==> config.mk <==
export PLATFORM = sky130hd
export DESIGN_NAME = instr_fetch_stage
export DESIGN_NICKNAME = d
export VERILOG_FILES = /design/src/rtl/instr_fetch_stage.sv
export SDC_FILE = /design/constraint.sdc
export NUM_CORES = 1
export LEC_CHECK = 0
export CAP_MARGIN = 5
export CORE_ASPECT_RATIO = 0.8
export CORE_MARGIN = 2
export CORE_UTILIZATION = 48
export CTS_CLUSTER_DIAMETER = 80
export DETAILED_ROUTE_END_ITERATION = 8
export PLACE_DENSITY = 0.91
export SETUP_SLACK_MARGIN = 0.15
export SLEW_MARGIN = 10
export SYNTH_ARGS = -nofsm -noshare
export SYNTH_HDL_FRONTEND = slang
export SYNTH_SLANG_ARGS = --single-unit
==> constraint.sdc <==
create_clock -name clk -period 6.67 [get_ports clk]
set_input_delay 1.334 -clock clk [delete_from_list [all_inputs] [get_ports clk]]
set_output_delay 1.334 -clock clk [all_outputs]
set_load 0.01 [all_outputs]
==> src/rtl/instr_fetch_stage.sv <==
// RV32 fetch stage: owns the PC, drives a combinational-read imem, and fills the IF/ID register.
// Latency: one edge from pc==X to instruction X on if_id_*. Stall freezes PC/IF/ID; redirect overrides stall.
module instr_fetch_stage #(
  parameter logic [31:0] RESET_PC   = 32'h0000_0000,
  parameter int unsigned IMEM_BYTES = 100,
  parameter logic [31:0] NOP_INSTR  = 32'h0000_0013
) (
  input  logic        clk,
  input  logic        reset,
  output logic [31:0] imem_addr,
  input  logic [31:0] imem_rdata,
  input  logic        stall,
  input  logic        redirect_valid,
  input  logic [31:0] redirect_target,
  output logic        if_id_valid,
  output logic [31:0] if_id_pc,
  output logic [31:0] if_id_pc_plus4,
  output logic [31:0] if_id_instr,
  output logic [31:0] fetch_count,
  output logic        halted,
  output logic        fault
);

  localparam logic [31:0] LAST_PC = 32'(IMEM_BYTES - 4);

  typedef enum logic [1:0] {
    S_RUN   = 2'd0,
    S_END   = 2'd1,
    S_FAULT = 2'd2
  } state_t;

  state_t      state_q, state_d;
  logic [31:0] pc_q, pc_d;
  logic        valid_q, valid_d;
  logic [31:0] ipc_q, ipc_d;
  logic [31:0] ipc4_q, ipc4_d;
  logic [31:0] instr_q, instr_d;
  logic [31:0] cnt_q, cnt_d;
  logic        halted_q;
  logic        fault_q;
  logic        flush;
  logic        tgt_aligned;
  logic [31:0] pc_plus4;

  assign pc_plus4    = pc_q + 32'd4;
  assign tgt_aligned = (redirect_target[1:0] == 2'b00);

  always_comb begin
    state_d = state_q;
    pc_d    = pc_q;
    valid_d = valid_q;
    ipc_d   = ipc_q;
    ipc4_d  = ipc4_q;
    instr_d = instr_q;
    cnt_d   = cnt_q;
    flush   = 1'b0;

    case (state_q)
      S_RUN: begin
        if (redirect_valid) begin
          flush = 1'b1;
          if (tgt_aligned) begin
            pc_d = redirect_target;
          end else begin
            state_d = S_FAULT;
          end
        end else if (pc_q > LAST_PC) begin
          flush   = 1'b1;
          state_d = S_END;
        end else if (!stall) begin
          valid_d = 1'b1;
          ipc_d   = pc_q;
          ipc4_d  = pc_plus4;
          instr_d = imem_rdata;
          pc_d    = pc_plus4;
          cnt_d   = cnt_q + 32'd1;
        end
      end
      S_END: begin
        // IF/ID is already a bubble here; a redirect only chooses where to go next.
        if (redirect_valid) begin
          flush = 1'b1;
          if (tgt_aligned) begin
            pc_d    = redirect_target;
            state_d = S_RUN;
          end else begin
            state_d = S_FAULT;
          end
        end
      end
      S_FAULT: begin
      end
      default: begin
        flush   = 1'b1;
        state_d = S_FAULT;
      end
    endcase

    if (flush) begin
      valid_d = 1'b0;
      instr_d = NOP_INSTR;
    end
  end

  always_ff @(posedge clk) begin
    if (reset) begin
      state_q  <= S_RUN;
      pc_q     <= RESET_PC;
      valid_q  <= 1'b0;
      ipc_q    <= 32'd0;
      ipc4_q   <= 32'd0;
      instr_q  <= NOP_INSTR;
      cnt_q    <= 32'd0;
      halted_q <= 1'b0;
      fault_q  <= 1'b0;
    end else begin
      state_q  <= state_d;
      pc_q     <= pc_d;
      valid_q  <= valid_d;
      ipc_q    <= ipc_d;
      ipc4_q   <= ipc4_d;
      instr_q  <= instr_d;
      cnt_q    <= cnt_d;
      halted_q <= (state_d == S_END);
      fault_q  <= (state_d == S_FAULT);
    end
  end

  assign imem_addr      = pc_q;
  assign if_id_valid    = valid_q;
  assign if_id_pc       = ipc_q;
  assign if_id_pc_plus4 = ipc4_q;
  assign if_id_instr    = instr_q;
  assign fetch_count    = cnt_q;
  assign halted         = halted_q;
  assign fault          = fault_q;

endmodule

# Word level (Yosys, flattened, before mapping)
# Cells that the tools add are included.
[word_totals] register_bits=165 elab_cells=44 out_inout_bits=163
[op_classes] bitwise=3 addsub=2 muxes=16 reduce_logical=6 n_eq_ne=7 n_lt_le_gt_ge=1
[op_table] operator="$mux 32" count=5
[op_table] operator="$pmux 32 s2" count=1
[op_table] operator="$add 32x1->32 const B" count=1
[op_table] operator="$add 32x3->32 const B" count=1
[op_table] operator="$gt 32x7->1 const B" count=1
[op_table] operator="$mux 2" count=5
[op_table] operator="$reduce_and 4->1" count=2
[op_table] operator="$ne 3x3->1 const B" count=2
[op_table] operator="$pmux 2 s3" count=1
[op_table] operator="$eq 2x1->1 const B" count=2
[op_table] operator="$eq 2x2->1 const B" count=2
[op_table] operator="$logic_not 2->1" count=2
[op_table] operator="$mux 1" count=3
[op_table] operator="$not 1->1" count=3
[op_table] operator="$pmux 1 s3" count=1
[op_table] operator="$ne 2x2->1 const B" count=1
[op_table] operator="$reduce_bool 2->1" count=1
[op_table] operator="$reduce_or 2->1" count=1

# Depth between registers and ports, before layout
# Gate-level depths: netlist (run 1).
[logic_depth] depth_word=5 mapped_depth=10

# Worst setup path before layout (run 1)
# Ideal clock, no wire load.
[synth_path] path_kind="input -> register" from="in redirect_valid" to="reg cnt_q[31] (netlist: fetch_count[31])" path_stages=7 setup_slack_ps=3625 required_ps=6547 t_arrival_ps=2922 cell_sequence="nor4bb_1 > nand4_1 > or4_1 > buf_2 > buf_6 > nor4_1 > mux2_1"
[synth_between] elab_chain_cells=2
[synth_rtl] element="start, declared" line="13" source="input logic redirect_valid,"
[synth_rtl] element="$not 1->1 (no line)"
[synth_rtl] element="$reduce_and 4->1 (no line)"
[synth_rtl] element="end signal, assigned" line="123" source="cnt_q <= cnt_d;"
[synth_rtl] element="end, declared" line="38" source="logic [31:0] cnt_q, cnt_d;"
# No other way between the ends.
# A chain may end at the register's enable or synchronous reset.

# Worst setup path after layout (run 1)
[layout_path] from="in redirect_valid" to="reg cnt_q[28] (netlist: fetch_count[28])"
# Same word-level chain as after synthesis.

==> summary by stage, run 1 <==
Run status
The flow ran to the end, and the final reports show no timing, DRC or antenna violations.

CTS
The later pin in the worst-skew pair is clocked with a latency of 0.42 ns. The library cell used as clock root buffer is clkbuf_16. The clock tree buffer depth is 2. In this run, post-CTS hold repair placed 0 buffers.

The number of buffers added by the clock tree synthesis step is 17. Post-CTS timing repair inserted 0 buffers for setup. Post-CTS repair changed the size of 0 cells. The CTS tree is yes. The TritonCTS sink count is 163.

The H-tree level count is 4. The clock slew at the register clock pins of the worst setup and hold paths is 0.07 ns.

Pwr
Sequential cells burn 46.6% of the power. Of the total power, combinational logic draws 8.7%. The cell-internal power is 1.58 mW. The clock network burns 44.7% of the power.

The maximum vdd drop is 0.211 mV. The analysis attributes to net switching a power of 574 uW. Of the total power, the share spent switching nets is 26.6%.

The static leakage is 3.27 nW. In this run the power density over the cells is 236 mW/mm2.

Logic synthesis
In the synthesized netlist the dominant register cell turns out to be dfxtp_1. The commonest cells after synthesis are 163 x dfxtp_1, 113 x nand2_1, 82 x a21oi_1. In the post-synthesis netlist, the biggest area contributors are dfxtp_1 53%, nand2_1 6.9%, a21oi_1 6.6%.

Of the post-synthesis cell area, the dominant cell type holds 52.7%. The post-synthesis compound-gate area fraction is 16.8%. The post-synthesis async set-or-reset flop share is 0%.

The synthesized design spends more area on one cell type than any other, namely dfxtp_1. The multiplexer share of the synthesized area is 0.182%. After Yosys synthesis, and, or, nand and nor cells account for 23.9% of the synthesized area. The netlist uses 56 different library cells. The average cell area after synthesis is 8.92 um2. The number of flops mapped to enable cells by yosys is 0. The leading cell type by number of instances after synthesis is dfxtp_1. The post-synth net total is 765. The gate count after technology mapping is 694. The post-synthesis register bit count is 163. By area, the combinational part of the netlist is dominated by simple AND/OR/NAND/NOR gates. The sequential area share after synthesis is 52.7%. For this run, the number of Yosys warnings is 0.

The cell area after technology mapping is 0.00619 mm2. After Yosys synthesis, full adders, half adders and majority gates account for 0.607% of the synthesized area. The synthesized netlist devotes 0.849% of its cell area to XOR and XNOR gates.

Timing
Setup repair after global routing left no endpoint under its margin. Setup violations remaining at the end of the flow were counted as 0. The number of hold-slack violations in the final timing report is 0. The post-route fraction of the period consumed by the critical path is 57.6%. Clock skew on the completed layout was measured at 0.0137 ns.

The worst slew margin relative to its limit is 31.5%. The count of pins over their slew limit is 0. At the pin with the least slew margin, the transition time is 1.03 ns. Derived from the worst setup path, the maximum achievable clock frequency is 0.260 GHz. The shortest clock period the worst path allows after layout is 3.84 ns. Setup total negative slack on the finished layout was measured at 0 ns.

Place
The count of buffers added on input and output ports is 230. The placer's final routability congestion estimate is 0.835. Detailed placement finished with a half-perimeter wire length of 11.9 mm. After detailed placement, the total cell area comes to 0.00854 mm2.

Global route
The number of global-route vias before repair was 5521. Summed over all layers, the global routing overflow is 0. The number of antenna violations at the first check in global routing is 0.

The pin count of the biggest net entering global routing is 96. The first-pass GRT wire length is 28.3 mm. In the global route stage, overall resource usage came out at 25.8%.

Worst setup path
The endpoint required time on the critical path is 7.01 ns. The worst setup path is of the in2reg kind. The highest net fanout along the worst path is 26. The data arrival time of the worst path is 4.19 ns. The worst register-to-register path has a depth of 7. The worst setup path is captured at a flip-flop.

The worst setup path is launched from an input port.

Routing
The first TritonRoute pass finished after 7 iterations. The average via count per standard cell is 5.53. The routed wire length is 17.8 mm. Dividing the detail-routed wire length by the instance count gives 16.4 um. The routed layout has 5993 vias. The count of nets left with antenna violations once routing finished came out at 0.

The DRC violation count after routing is 0. The first-iteration detailed-routing DRC count is 572.

Min path
The tightest min-delay check is of the reg2reg type. The number of cells traversed by the worst hold path is 2.

Layout
The synthesis-to-layout area growth is 47.7%. The antenna cell count is 0. At the end of the flow, the number of nets in the layout was 967.

The layout filler cell count is 928. Cells with a size suffix above 1 make up 6.16% of the layout. The post-route cell area is 0.00914 mm2.

Run
The tool flagged a number of max-cap violations equal to 0.

Floorplanning
The number of primary I/O pins is 231. The initial utilization of the core area, before any placement, comes to 48.6%. The core region is 0.0127 mm2. The die is 106 um tall.

The die span in x is 131 um. The total die area is 0.0138 mm2. In this run the core area contains 37 standard-cell rows.
logic make-up (layout without fill, tap and decap cells):
| family | Yosys count | count (layout) |
|---|---|---|
| XOR/XNOR | 6 | 6 |
| multiplexers | 1 | 1 |
| AO/OA/AOI/OAI | 169 | 169 |
| AND/OR/NAND/NOR | 281 | 281 |
| flip-flops | 163 | 163 |
| buffers and inverters | 71 | 286 |
| adder cells (fa/ha/maj) | 3 | 3 |
path summary, 6_finish.rpt:
kind                                    start                      endpoint  slack (ns)
setup / recovery               redirect_valid  fetch_count[28]$_SDFFE_PP0P_        2.83
hold / removal    if_id_instr[8]$_SDFFE_PP0P_   if_id_instr[8]$_SDFFE_PP0P_        0.45
setup reg to reg    imem_addr[2]$_SDFFE_PP0P_  fetch_count[28]$_SDFFE_PP0P_        3.77
hold reg to reg   if_id_instr[8]$_SDFFE_PP0P_   if_id_instr[8]$_SDFFE_PP0P_        0.45
power groups by stage:
| stage | Clock (mW) | Sequential, mW | Combinational (mW) |
|---|---|---|---|
| after floorplan | 0 | 1.03 | 0.0857 |
| after global placement | 0 | 1.03 | 0.182 |
| after detailed placement | 0 | 1.03 | 0.184 |
| after CTS | 0.983 | 1.01 | 0.186 |
| after global routing | 1.03 | 1.01 | 0.202 |
| final | 0.964 | 1.01 | 0.187 |
worst max-delay path, cell delays in order:
cell and delay (ns):
clkdlybuf4s50_1 0.61, nor4bb_1 0.51, nand4_1 0.16, or4_1 0.78, or4_1 0.62, a21oi_1 0.16
through the flow:
| step | utilization (%) | hold WS (ns) | instances | power, mW | setup slack, ns |
|---|---|---|---|---|---|
| 2_1_floorplan | - | 0.464 | 694 | 1.11 | 3.63 |
| 3_5_place_dp | 67.0 | 0.446 | 1052 | 1.21 | 2.59 |
| 5_1_grt | 71.8 | 0.473 | 1084 | 2.24 | 2.71 |
| 3_3_place_gp | 67.0 | 0.441 | 1052 | 1.21 | 2.67 |
| 6_report | 71.8 | 0.453 | 1084 | 2.16 | 2.83 |
| 4_1_cts | 71.8 | 0.454 | 1084 | 2.17 | 2.87 |
layout by cell type, fill, tap and decap left out, types with 3 or more instances in the layout:
cell             instances
a22o_1                  13
ha_1                     3
nor2_1                  22
a211oi_1                 4
inv_6                    3
or4_1                   15
clkbuf_16               17
nand2_1                113
a22oi_1                  3
a21oi_1                 82
inv_8                    5
xnor2_1                  4
buf_4                    6
o21ai_0                 25
o31ai_1                 13
clkdlybuf4s50_1        229
clkinv_8                 5
o32ai_1                  3
dfxtp_1                163
or2_2                    3
nor3_1                   6
inv_1                   17
nor2b_1                  3
nand3b_1                 3
o22ai_1                  6
nand3_1                 13
nand4_1                  9
and3_1                  53
or3_1                   18
nor4_1                   8
routing by layer:
| metal | up-vias | wire length (um) | GRT usage (%) |
|---|---|---|---|
| met4 | 0 | 370 | 8.43 |
| met2 | 235 | 8230 | 39.1 |
| met5 | - | 0 | 0 |
| li1 | 2879 | - | - |
| met3 | 29 | 1460 | 7.77 |
| met1 | 2850 | 7770 | 35.1 |
sequential cells by signal (all words and copies together) (netlist names):
| signal | cells |
|---|---|
| fault | 1 |
| fetch_count | 32 |
| halted | 1 |
| if_id_instr | 32 |
| if_id_pc | 32 |
| if_id_pc_plus4 | 30 |
| if_id_valid | 1 |
| imem_addr | 32 |
| state_q | 2 |
cell type report:
type | count | area, um2 | share of cell area, %
Clock buffer | 17 | 425 | 4.65
Clock inverter | 15 | 179 | 1.96
Inverter | 18 | 67.6 | 0.739
Multi-Input combinational cell | 460 | 2640 | 28.9
Sequential cell | 163 | 3260 | 35.7
Tap cell | 175 | 219 | 2.40
Timing Repair Buffer | 236 | 2340 | 25.6
Note: power is estimated with default switching activity, not from simulation.
==> run 2, diff against run 1 <==
CORE_UTILIZATION = 40   (was 48)
PLACE_DENSITY = 0.81   (was 0.91)
clock period = 3.46 ns   (was 6.67 ns; I/O delays follow)
==> run 2 against run 1 <==
Total power increased by 96%. Register-to-register slack got worse by 3.2 ns. Worst setup slack got worse by 2.2 ns.
==> summary by stage, run 2 (same netlist as run 1, synthesis figures left out) <==
Run status
The run finished with clean final reports.

Worst setup path
The worst setup path is of the reg2reg kind. The path depth of the worst reg2reg path is 7 (unchanged). STA classifies the critical path startpoint as a flip-flop. The data arrival time of the worst path came to 3.17 ns (-1.02 ns). The endpoint required time on the critical path is 3.78 ns (-3.23 ns). The type of element capturing the critical path is a flip-flop. The highest net fanout along the worst path is 14 (-46%).

Floorplanning
The vertical extent of the die is 115 um (+9.2%). The die span in x is 143 um (+9.3%). The cell row count is 40 (+8.1%). The initial standard-cell utilization of the core is 41.1% (-7.5 points).

The core area is 0.0151 mm2 (+18%). The total die area is 0.0165 mm2 (+19%). The number of primary I/O pins came to 231 (unchanged).

Pwr
The cell-internal power is 3.12 mW (+97%). The fraction of power spent switching nets is 26.2% (-0.40 points). The power density over the cells came to 457 mW/mm2 (+93%).

The maximum vdd drop was 0.338 mV (+60%). The clock group share of total power is 45.3% (+0.6 points). The combinational group share of total power is 8.8% (about the same). The static leakage is 3.31 nW (+1.3%).

The switching power summed over all nets came to 1.11 mW (+93%). The part of the total power dissipated in sequential elements was 45.9% (-0.7 points).

Global route
The pin count of the biggest net entering global routing came to 81 (-16%). The number of global-route vias before repair is 5314 (-3.7%). The number of antenna violations at the first check in global routing is 0 (unchanged). The combined global-route utilization of all metal layers was 21.6% (-4.2 points). The total grt overflow was 0 (unchanged). The first-pass GRT wire length is 27.9 mm (-1.4%).

Routing
The first-pass iteration count of the detailed router is 5 (-2). The residual antenna-violating net count after detailed routing is 0 (unchanged). The first-iteration detailed-routing DRC count is 434 (-24%). The number of vias after detailed routing is 5957 (-0.60%). The routed wire length is 18.1 mm (+1.4%). The average via count per standard cell is 5.30 (-4.2%). The detail-routed net length per standard cell is 16.1 um (-2.3%). The DRC violation count after routing is 0 (unchanged).

Timing
The number of setup violations in the final report is 0 (unchanged). The highest clock rate is 0.351 GHz. The shortest clock period the worst path allows after layout is 2.85 ns.

The count of pins over their slew limit is 0 (unchanged). The final setup skew came to 0.00935 ns (-0.00431 ns). The worst slew margin relative to its limit is 30.5% (-0.96 points). Setup repair after global routing left no endpoint under its margin. The worst hold margin was 0.453 ns (+0.00000200 ns). Dividing the final minimum period by the clock period gives 82.5%. The number of hold-slack violations in the final timing report came to 0 (unchanged). The setup TNS after final layout is 0 ns (unchanged). The worst-margin pin slew is 1.04 ns (+0.0144 ns).

CTS
The quantity of gates resized following cts came to 0 (unchanged). The number of setup buffers added after CTS was 0 (unchanged). The library cell used as clock root buffer is clkbuf_16. The clock tree buffer depth is 2 (unchanged). The H-tree level count was 4 (unchanged). The total of hold buffers inserted after clock tree synthesis is 0 (unchanged). The number of buffers added by the clock tree synthesis step is 17 (unchanged). The TritonCTS sink count came to 163 (unchanged). The clock slew at the register clock pins of the worst setup and hold paths is 0.07 ns (about the same). TritonCTS built the clock tree.

The insertion delay to the later sink of the worst-skew pair was 0.43 ns (about the same).

Run
The reported max-cap violation count is 0 (unchanged).

Place
The count of buffers inserted at the top-level ports was 230 (unchanged). The placer's final routability congestion estimate was 0.838 (+0.32%). The HPWL after detailed placement came to 12.1 mm (+1.8%).

Layout
The total number of nets in the final design is 973 (+0.62%). The library cells used most frequently in the layout, excluding fill and tap cells, are 229 x clkdlybuf4s50_1, 163 x dfxtp_1, 113 x nand2_1. The most common library cell in the layout ignoring fill and taps is clkdlybuf4s50_1. From synthesis to final layout, the design area changed by 49.5%. The share of cells above drive strength 1 is 6.78% (+0.62 points). The antenna cell count was 0 (unchanged).

Min path
The worst hold path belongs to the class reg2reg. The number of cells traversed by the worst hold path is 2 (unchanged).
run 2: power groups by stage:
stage	clock network [mW]	registers (mW)	logic [mW]
after CTS	1.95	1.94	0.370
after global routing	2.02	1.94	0.400
after floorplan	0	1.98	0.165
after global placement	0	1.98	0.364
final	1.91	1.94	0.371
after detailed placement	0	1.98	0.367
run 2: critical path: stages, from the launching register on:
cell	delay [ns]
dfxtp_1	0.39
inv_1	0.13
ha_1	0.14
nor4b_2	0.48
nor2_4	0.09
or4_1	0.75
nor4_1	0.38
mux2_1	0.37
run 2: layer usage:
layer | vias to the layer above | wire length [um] | GRT usage, %
met3 | 29 | 1550 | 7.08
met2 | 232 | 8110 | 32.7
li1 | 2902 | - | -
met1 | 2794 | 8030 | 28.7
met4 | 0 | 389 | 8.38
met5 | - | 0 | 0
run 2: per-stage QoR:
step	area [um2]	utilization [%]	power (mW)	setup slack, ns	instances
6_report	9250	61.4	4.22	0.607	1125
5_1_grt	9250	61.4	4.37	0.465	1125
2_1_floorplan	6190	-	2.15	1.06	694
3_3_place_gp	8650	57.4	2.34	0.466	1093
4_1_cts	9250	61.4	4.25	0.635	1125
3_5_place_dp	8650	57.4	2.35	0.404	1093
run 2: final timing paths:
kind	startpoint	end	slack, ns
worst min-delay path	if_id_instr[10]$_SDFFE_PP0P_	if_id_instr[10]$_SDFFE_PP0P_	0.45
worst max-delay path	imem_addr[2]$_SDFFE_PP0P_	fetch_count[31]$_SDFFE_PP0P_	0.61
worst min register to register	if_id_instr[10]$_SDFFE_PP0P_	if_id_instr[10]$_SDFFE_PP0P_	0.45
worst max register to register	imem_addr[2]$_SDFFE_PP0P_	fetch_count[31]$_SDFFE_PP0P_	0.61
run 2: area by class of cell:
type	instances	area (um2)
timing repair buffer	242	2410
clock buffer	17	425
multi-input combinational	460	2640
fill	1271	5810
clock inverter	15	176
sequential	163	3260
inverter	18	67.6
tap	210	263
==> run 3, diff against run 2 <==
CORE_UTILIZATION = 44   (was 40)
PLACE_DENSITY = 0.85   (was 0.81)
clock period = 3 ns   (was 3.46 ns; I/O delays follow)
==> run 3 against run 2 <==
Combinational power rose by 21%. Register-to-register slack got worse by 0.13 ns. Cell count fell by 2.0%. Via count barely moved. Non-clock buffer count rose by 8. First-iteration DRC count rose by 4.4%. Largest cell class unchanged.
==> summary by stage, run 3 (same netlist as run 1, synthesis figures left out) <==
Floorplanning
The vertical extent of the die is 110 um (-4.5%). The number of primary I/O pins is 231 (unchanged). The die span in x was 137 um (-4.5%). The core area is 0.0136 mm2 (-9.4%). The cell row count came to 38 (-5.0%). The total die area is 0.0150 mm2 (-8.8%). The initial standard-cell utilization of the core is 45.4% (+4.3 points).

Place
The number of instances in the placed design was 1071 (-2.0%). The HPWL after detailed placement is 12.1 mm (-0.32%). The count of buffers inserted at the top-level ports is 230 (unchanged). The placer's final routability congestion estimate is 0.825 (-1.5%).

Routing
The number of vias after detailed routing came to 5961 (+0.067%). The DRC violation count after routing came to 0 (unchanged). The average via count per standard cell is 5.40 (+2.1%).

The first-pass iteration count of the detailed router is 5 (unchanged). The detail-routed net length per standard cell came to 16.1 um (+0.41%). The residual antenna-violating net count after detailed routing is 0 (unchanged). The first-iteration detailed-routing DRC count is 453 (+4.4%). The routed wire length was 17.8 mm (-1.6%).

Run status
The run finished with clean final reports.

Pwr
The power density over the cells is 527 mW/mm2 (+15%). The static leakage came to 3.36 nW (+1.4%). The maximum vdd drop is 0.381 mV (+13%).

Layout
The antenna cell count is 0 (unchanged). The share of cells above drive strength 1 came to 7.69% (+0.92 points). The final standard cell count with taps included and fillers excluded came to 1103 (-2.0%). The total number of nets in the final design is 981 (+0.82%). The synthesis-to-layout area growth is 50.2%. In the layout the commonest cells are 229 x clkdlybuf4s50_1, 163 x dfxtp_1, 113 x nand2_1.

The most common library cell in the layout ignoring fill and taps is clkdlybuf4s50_1.

CTS
The H-tree level count is 4 (unchanged). The clock tree buffer depth is 2 (unchanged). TritonCTS built the clock tree.

The number of buffers added by the clock tree synthesis step came to 17 (unchanged). The library cell used as clock root buffer is clkbuf_16. The TritonCTS sink count came to 163 (unchanged). The clock slew at the register clock pins of the worst setup and hold paths came to 0.07 ns (about the same). The insertion delay to the later sink of the worst-skew pair is 0.43 ns (about the same).

Min path
The type of the tightest min-delay check is reg2reg.

Timing
The worst slew margin relative to its limit was 26.8% (-3.8 points). The count of pins over their slew limit is 0 (unchanged). The post-route fraction of the period consumed by the critical path is 84.2% (+1.8 points).

The final setup skew came to 0.0153 ns (+0.00600 ns). The setup TNS after final layout is 0 ns (unchanged). Setup repair after global routing left no endpoint under its margin. The number of setup violations in the final report is 0 (unchanged). The highest clock rate is 0.396 GHz (+13%). The shortest clock period the worst path allows after layout is 2.53 ns (-0.326 ns). The number of hold-slack violations in the final timing report came to 0 (unchanged). The worst-margin pin slew is 1.10 ns (+0.0563 ns).

Global route
The pin count of the biggest net entering global routing is 81 (unchanged). The number of antenna violations at the first check in global routing is 0 (unchanged). The combined global-route utilization of all metal layers came to 23.6% (+2.0 points). The first-pass GRT wire length is 28.2 mm (+0.79%). The total grt overflow is 0 (unchanged). The number of global-route vias before repair was 5559 (+4.6%).

Worst setup path
The highest net fanout along the worst path is 26 (+12). STA classifies the critical path startpoint as a flip-flop. The endpoint required time on the critical path is 3.35 ns (-0.43 ns). The worst setup path is captured at a flip-flop. The data arrival time of the worst path was 2.87 ns (-0.30 ns). The kind of critical path is reg2reg.

Run
The reported max-cap violation count is 0 (unchanged).
run 3: cell types whose count changed in the layout (fill, tap and decap cells not counted):
| cell | before | now |
|---|---|---|
| or4_4 | 0 | 1 |
| or4_1 | 15 | 14 |
| clkinvlp_4 | 1 | 0 |
| inv_6 | 6 | 3 |
| buf_4 | 10 | 19 |
| inv_12 | 0 | 1 |
| bufinv_16 | 1 | 0 |
| clkinv_8 | 2 | 8 |
| inv_8 | 4 | 2 |
| buf_12 | 2 | 1 |
run 3: what timing repair did:
item | CTS | global route
gates resized for setup | 0 | 1
hold endpoints to repair | 0 | 0
endpoints found under the setup margin | 0 | 1
setup buffers | 0 | 0
hold buffers | 0 | 0
run 3: power by group:
| group | total [mW] | internal (mW) | switching [mW] |
|---|---|---|---|
| logic | 0.449 | 0.216 | 0.232 |
| clock network | 2.22 | 1.15 | 1.07 |
| registers | 2.23 | 2.19 | 0.0353 |
| total | 4.89 | 3.56 | 1.34 |
run 3: critical path: stages, from the launching register on:
cell     delay (ns)
dfxtp_1        0.31
inv_1          0.08
ha_1           0.14
nor4b_2        0.42
nor2_4         0.09
or4_1          0.53
buf_4          0.22
or4_1          0.48
a21oi_1        0.16
run 3: routing by layer:
metal  global-route usage (%)  vias to the layer above  wire (um)
li1                         -                     2911          -
met2                     36.2                      237       7950
met5                        0                        -          0
met1                     31.2                     2799       7930
met3                     8.46                       14       1670
met4                     7.29                        0        238
run 3: area by class of cell:
class,count,area [um2]
flip-flops and latches,163,3260
multi-input cells,460,2650
well taps,180,225
clock buffers,17,425
inverters,18,67.6
fillers,1062,4350
clock inverters,15,204
repair buffers,250,2460
run 3: worst paths after layout:
kind                                                start                            to  slack (ns)  cells past startpoint
worst max register to register  imem_addr[3]$_SDFFE_PP0P_  fetch_count[29]$_SDFFE_PP0P_        0.47                      8
worst min-delay path             if_id_pc[5]$_SDFFE_PP0P_      if_id_pc[5]$_SDFFE_PP0P_        0.45                      2
worst max-delay path            imem_addr[3]$_SDFFE_PP0P_  fetch_count[29]$_SDFFE_PP0P_        0.47                      8
worst min register to register   if_id_pc[5]$_SDFFE_PP0P_      if_id_pc[5]$_SDFFE_PP0P_        0.45                      2
run 3: metrics by stage:
step | cell area (um2) | setup WS (ns) | power (mW) | hold WS, ns | util [%]
after floorplan | 6190 | 0.639 | 2.48 | 0.464 | -
after global placement | 8660 | 0.0827 | 2.72 | 0.441 | 63.5
after detailed placement | 8660 | 0.0277 | 2.72 | 0.446 | 63.5
after CTS | 9290 | 0.359 | 4.93 | 0.456 | 68.1
after global routing | 9290 | 0.342 | 5.07 | 0.469 | 68.1
final | 9290 | 0.473 | 4.89 | 0.454 | 68.1
